`src/rtl/nn_pkg.sv`:
```
// Shared types and constants for the neuron datapath blocks.
`timescale 1ns/1ps
package nn_pkg;

    typedef enum logic {
        IDLE = 1'b0,
        RUN  = 1'b1
    } seq_state_t;

    localparam int CFG_NUM_W = 32;

endpackage

```
`src/rtl/wrap_counter.sv`:
```
// Modulo-MAX up-counter; wrap flags the increment that returns it to zero.
`timescale 1ns/1ps
module wrap_counter #(
    parameter int MAX   = 3,
    parameter int WIDTH = 10
) (
    input  logic             clk,
    input  logic             rst_n,
    input  logic             inc,
    output logic [WIDTH-1:0] cnt,
    output logic             wrap
);

    logic [WIDTH-1:0] cnt_q;
    logic [WIDTH-1:0] cnt_d;
    logic             at_last;

    assign at_last = (cnt_q == WIDTH'(MAX - 1));
    assign wrap    = inc && at_last;
    assign cnt     = cnt_q;

    always_comb begin
        cnt_d = cnt_q;
        if (inc) begin
            cnt_d = at_last ? '0 : cnt_q + WIDTH'(1);
        end
    end

    always_ff @(posedge clk or negedge rst_n) begin
        if (!rst_n) begin
            cnt_q <= '0;
        end else begin
            cnt_q <= cnt_d;
        end
    end

endmodule

```
`src/rtl/neuron_weight_seq.sv`:
```
// Weight sequencer for one neuron: turns matched config words into memory writes
// and activations into memory reads, pairing each activation with its weight.
`timescale 1ns/1ps
module neuron_weight_seq
    import nn_pkg::*;
#(
    parameter int numWeight    = 3,
    parameter int neuronNo     = 5,
    parameter int layerNo      = 1,
    parameter int addressWidth = 10,
    parameter int dataWidth    = 16
) (
    input  logic                    clk,
    input  logic                    rst_n,
    input  logic                    weightValid,
    input  logic [dataWidth-1:0]    weightValue,
    input  logic [CFG_NUM_W-1:0]    config_layer_num,
    input  logic [CFG_NUM_W-1:0]    config_neuron_num,
    input  logic                    myinputValid,
    input  logic [dataWidth-1:0]    myinput,
    output logic                    wen,
    output logic [addressWidth-1:0] wadd,
    output logic [dataWidth-1:0]    win,
    output logic                    ren,
    output logic [addressWidth-1:0] radd,
    input  logic [dataWidth-1:0]    wout,
    output logic                    op_valid,
    output logic [dataWidth-1:0]    op_x,
    output logic [dataWidth-1:0]    op_w,
    output logic                    op_last,
    output logic                    load_done,
    output logic                    busy,
    output logic                    cfg_err
);

    seq_state_t             state_q, state_d;
    logic                   match;
    logic                   w_wrap, r_wrap;
    logic [addressWidth-1:0] w_cnt, r_cnt;
    logic [dataWidth-1:0]   x_q;
    logic                   v_q, l_q, load_done_q, cfg_err_q;

    assign match = weightValid
                && (config_layer_num  == CFG_NUM_W'(layerNo))
                && (config_neuron_num == CFG_NUM_W'(neuronNo));

    // Writes are refused while a vector is being read, so a weight never
    // changes underneath an in-flight multiply.
    assign busy = (state_q == RUN) || myinputValid;
    assign wen  = match && !busy;
    assign wadd = w_cnt;
    assign win  = weightValue;

    assign ren  = myinputValid;
    assign radd = r_cnt;

    wrap_counter #(.MAX(numWeight), .WIDTH(addressWidth)) u_w_cnt (
        .clk   (clk),
        .rst_n (rst_n),
        .inc   (wen),
        .cnt   (w_cnt),
        .wrap  (w_wrap)
    );

    wrap_counter #(.MAX(numWeight), .WIDTH(addressWidth)) u_r_cnt (
        .clk   (clk),
        .rst_n (rst_n),
        .inc   (myinputValid),
        .cnt   (r_cnt),
        .wrap  (r_wrap)
    );

    // A single-weight vector completes on its first beat and never leaves IDLE.
    always_comb begin
        state_d = state_q;
        case (state_q)
            IDLE:    if (myinputValid && !r_wrap) state_d = RUN;
            RUN:     if (myinputValid &&  r_wrap) state_d = IDLE;
            default: state_d = IDLE;
        endcase
    end

    always_ff @(posedge clk or negedge rst_n) begin
        if (!rst_n) begin
            state_q     <= IDLE;
            x_q         <= '0;
            v_q         <= 1'b0;
            l_q         <= 1'b0;
            load_done_q <= 1'b0;
            cfg_err_q   <= 1'b0;
        end else begin
            state_q     <= state_d;
            x_q         <= myinput;
            v_q         <= myinputValid;
            l_q         <= r_wrap;
            load_done_q <= w_wrap;
            cfg_err_q   <= cfg_err_q || (match && busy);
        end
    end

    assign op_x      = x_q;
    assign op_valid  = v_q;
    assign op_last   = l_q;
    assign op_w      = wout;
    assign load_done = load_done_q;
    assign cfg_err   = cfg_err_q;

endmodule

```
`config.mk`:
```
export PLATFORM = sky130hd
export DESIGN_NAME = neuron_weight_seq
export DESIGN_NICKNAME = d
export VERILOG_FILES = /design/src/rtl/nn_pkg.sv /design/src/rtl/wrap_counter.sv /design/src/rtl/neuron_weight_seq.sv
export SDC_FILE = /design/constraint.sdc
export NUM_CORES = 1
export LEC_CHECK = 0
export ABC_CLOCK_PERIOD_IN_PS = 3000
export CAP_MARGIN = 15
export CORE_MARGIN = 10
export CORE_UTILIZATION = 27
export CTS_CLUSTER_DIAMETER = 150
export DETAILED_ROUTE_END_ITERATION = 8
export HOLD_SLACK_MARGIN = 0.02
export PLACE_DENSITY = 0.75
export RECOVER_POWER = 25
export SLEW_MARGIN = 5
export SYNTH_ARGS = -nofsm -noshare
export SYNTH_HDL_FRONTEND = slang
export SYNTH_SLANG_ARGS = --single-unit
```
`constraint.sdc`:
```
create_clock -name clk -period 3 [get_ports clk]
set_input_delay 0.3 -clock clk [delete_from_list [all_inputs] [get_ports clk]]
set_output_delay 0.3 -clock clk [all_outputs]
set_load 0.02 [all_outputs]
```
==> run summary <==
Seq/Total Area, Yosys -> 47.3%
Pwr per Cell Area -> 434 mW/mm^2
Fmax -> 0.381 GHz
Worst-Margin Slew -> 0.905 ns
Antenna violations before repair -> 0
Root buf cell -> clkbuf_8
Global route total overflow -> 0
CTS Sinks -> 41
Crit. End Element -> output pin
Crit path launch type -> input pin
Total leakage power -> 0.00136 uW
Post-route DRC -> 0
TritonRoute pass-1 iters -> 4
Seq cells post-synth -> 41
Die Y -> 110 microns
Via density -> 4.88
Die width -> 110 microns
MaxCap Viol Count -> 0
Internal -> 1030 uW
Clock skew -> 0.00406 ns
H-tree Lvls -> 2
Ys Warns -> 0
Asr flop ratio synth -> 100%
Final clock period utilization by the worst path -> 87.5%
TritonCTS clock tree -> yes
Worst-path clk slew -> 0.08 ns
First-pass GRT wire length -> 11200 microns
Initial Util -> 27.9%
Syn avg cell area -> 10.9 sq um
Total core area -> 0.00777 sq mm
Sw Share -> 30.4%
P_sw -> 452 uW
Clk buf depth -> 2
Resize count post-CTS -> 0
CP Class -> in2out
Mapped Nets -> 319
Clk_lat worst skew -> 0.29 ns
Reg2reg setup slack -> 1.26 ns
WL final -> 7660 microns
Main synth FF type -> dfrtp_1
Reg2reg path depth -> 4
Setup bufs post-CTS -> 0
Antenna cells -> 0
Synth area leader -> dfrtp_1
FF/Latch Area -> 0.00103 sq mm
Pre-CTS setup slack -> 0.373 ns
Detailed placer's ending HPWL -> 6750 microns
Share of the synthesized area in the top cell type -> 47.3%
RSZ-0062 raised after global routing -> false
Largest net degree at the start of global routing -> 42
Hold Vio Cnt, Final -> 0
Status -> complete, no violations
Worst Path Max Fanout -> 3
GP Congestion -> 0.825
Total track usage -> 12.1%
Slew margin rel. -> 39.6%
# rows -> 32
Pins Over Slew Limit -> 0
Worst reg2reg path endpoint -> u_r_cnt.cnt[1]
Post-synth EDFFs -> 0
I/O Pins -> 191
Final setup violation count -> 0
Number of library cell types mapped by synthesis -> 34
Crit path time final -> 2.62 ns
PortBufs -> 126
Die Area -> 0.0120 sq mm
R2r startpoint -> u_r_cnt.cnt[4]
Hold_buf cts -> 0
Clk pwr share -> 23.5%
WP data required -> 2.70 ns
Avg WL per Cell -> 18.9 microns
Nets@finish -> 423
Synth Instances -> 199
DR vias -> 1983
Multi-input gate area -> 880 sq um
Fraction of power consumed by combinational cells -> 31.3%
Post-route setup TNS -> 0 ns
Proportion of layout cells with a drive suffix above 1 -> 9.87%
DRT antenna net count -> 0
Synth-to-Final Area Change -> 57.8%
Setup ws final -> 0.376 ns
Sequential power share -> 45.2%
Crit path DAT -> 2.32 ns
CTS Buf Count -> 5
1st-iter DRT viols -> 20
Worst Hold Class -> in2async
Filler Cell Count -> 763
Maximum VDD drop -> 157 uV
Synth area leaders -> dfrtp_1 47%, buf_4 11%, nor4_1 5.2%, xnor2_1 4.0%, nand4_1 3.8%
Cell area after synthesis -> 0.00217 sq mm
Vias in the first global route -> 2184
[power groups by stage]
stage / Combinational, uW / Sequential (uW) / Clock, uW
4_1_cts: 478 / 672 / 365
3_3_place_gp: 469 / 678 / 0
2_1_floorplan: 194 / 737 / 0
5_1_grt: 496 / 685 / 381
6_report: 466 / 672 / 349
3_5_place_dp: 478 / 682 / 0
[worst max-delay path: stages]
cell             delay [ns]
clkdlybuf4s50_1        0.45
nor4b_2                0.30
nand4_1                0.23
nor3_4                 0.26
nand2_2                0.10
inv_1                  0.07
clkdlybuf4s50_1        0.61
[area by class of cell]
class / instances / share of cell area [%]
Timing Repair Buffer: 130 / 37.6
Sequential cell: 41 / 30.0
Multi-Input combinational cell: 121 / 25.7
Tap cell: 102 / 3.73
Clock buffer: 5 / 2.01
Clock inverter: 3 / 0.512
Inverter: 4 / 0.439
[layer usage]
layer  routed length [microns]  vias to the layer above  part of all wire, %  track usage (%)
met5                         0                        -                    0                0
met4                       237                        0                  3.1             5.76
met3                      1080                       20                   14             6.55
met2                      3650                      132                   48             20.8
met1                      2680                      916                   35             11.6
li1                          -                      915                    -                -
[logic make-up (layout without fill, tap and decap cells)]
kind of cell / after synthesis / after routing / share of synthesized area (%)
and+or+nand+nor: 94 / 94 / 28.6
DFF: 41 / 41 / 47.3
buffers and inverters: 37 / 142 / 12.1
xor gates and xnor gates: 12 / 12 / 4.85
AOI/OAI and AO/OA: 7 / 7 / 2.25
adders and majority gates: 4 / 4 / 2.31
muxes: 4 / 4 / 2.60
[cells in the final DEF (no fill, tap or decap), types with 2 or more instances in the layout]
master and count:
nor4_2 5, dfrtp_1 41, xnor2_1 10, nor4_1 18, mux2_4 3, nor4b_1 6, nand3_1 8, ha_1 4
clkinv_2 2, nor3_1 3, a31oi_1 3, clkdlybuf4s50_1 109, nand4_1 13, nand2_1 6, buf_4 4, dlygate4sd3_1 16
clkbuf_8 5, xor2_1 2, and3_1 8, inv_1 4, nor2_1 15
[synthesized netlist by cell type (2+ instances only)]
| cell | instances |
|---|---|
| dfrtp_1 | 41 |
| buf_4 | 33 |
| nor4_1 | 18 |
| nor2_1 | 15 |
| nand4_1 | 13 |
| xnor2_1 | 10 |
| and3_1 | 8 |
| nand3_1 | 8 |
| nand2_1 | 6 |
| nor4b_1 | 6 |
| nor4_2 | 5 |
| ha_1 | 4 |
| inv_1 | 4 |
| a31oi_1 | 3 |
| mux2_4 | 3 |
| nor3_1 | 3 |
| xor2_1 | 2 |
[through the flow]
stage	hold slack [ns]	util (%)	power, uW	cells	area, sq um
after floorplan	0.00441	-	931	199	2170
after global placement	0.455	42.9	1150	398	3330
after detailed placement	0.464	42.9	1160	398	3330
after CTS	0.165	44.0	1510	406	3420
after global routing	0.212	44.0	1560	406	3420
final	0.136	44.0	1490	406	3420
[flip-flops by register name, summed over array words and instances, names as in the netlist, named ones only]
| register | count |
|---|---|
| cfg_err | 1 |
| load_done | 1 |
| op_last | 1 |
| op_valid | 1 |
| op_x | 16 |
| u_r_cnt.cnt | 10 |
| u_w_cnt.cnt | 10 |
[how the worst max path moves through the flow]
stage          slack [ns]              to             startpoint  cells after the start
2_1_floorplan        1.28  u_r_cnt.cnt[1]         u_r_cnt.cnt[4]                      4
3_3_place_gp         0.36             wen  config_neuron_num[10]                      7
3_5_place_dp         0.37             wen    config_layer_num[3]                      8
4_1_cts              0.36             wen    config_layer_num[3]                      8
5_1_grt              0.26             wen    config_layer_num[3]                      8
6_report             0.38             wen   config_neuron_num[5]                      7
Note: power is estimated with default switching activity, not from simulation.
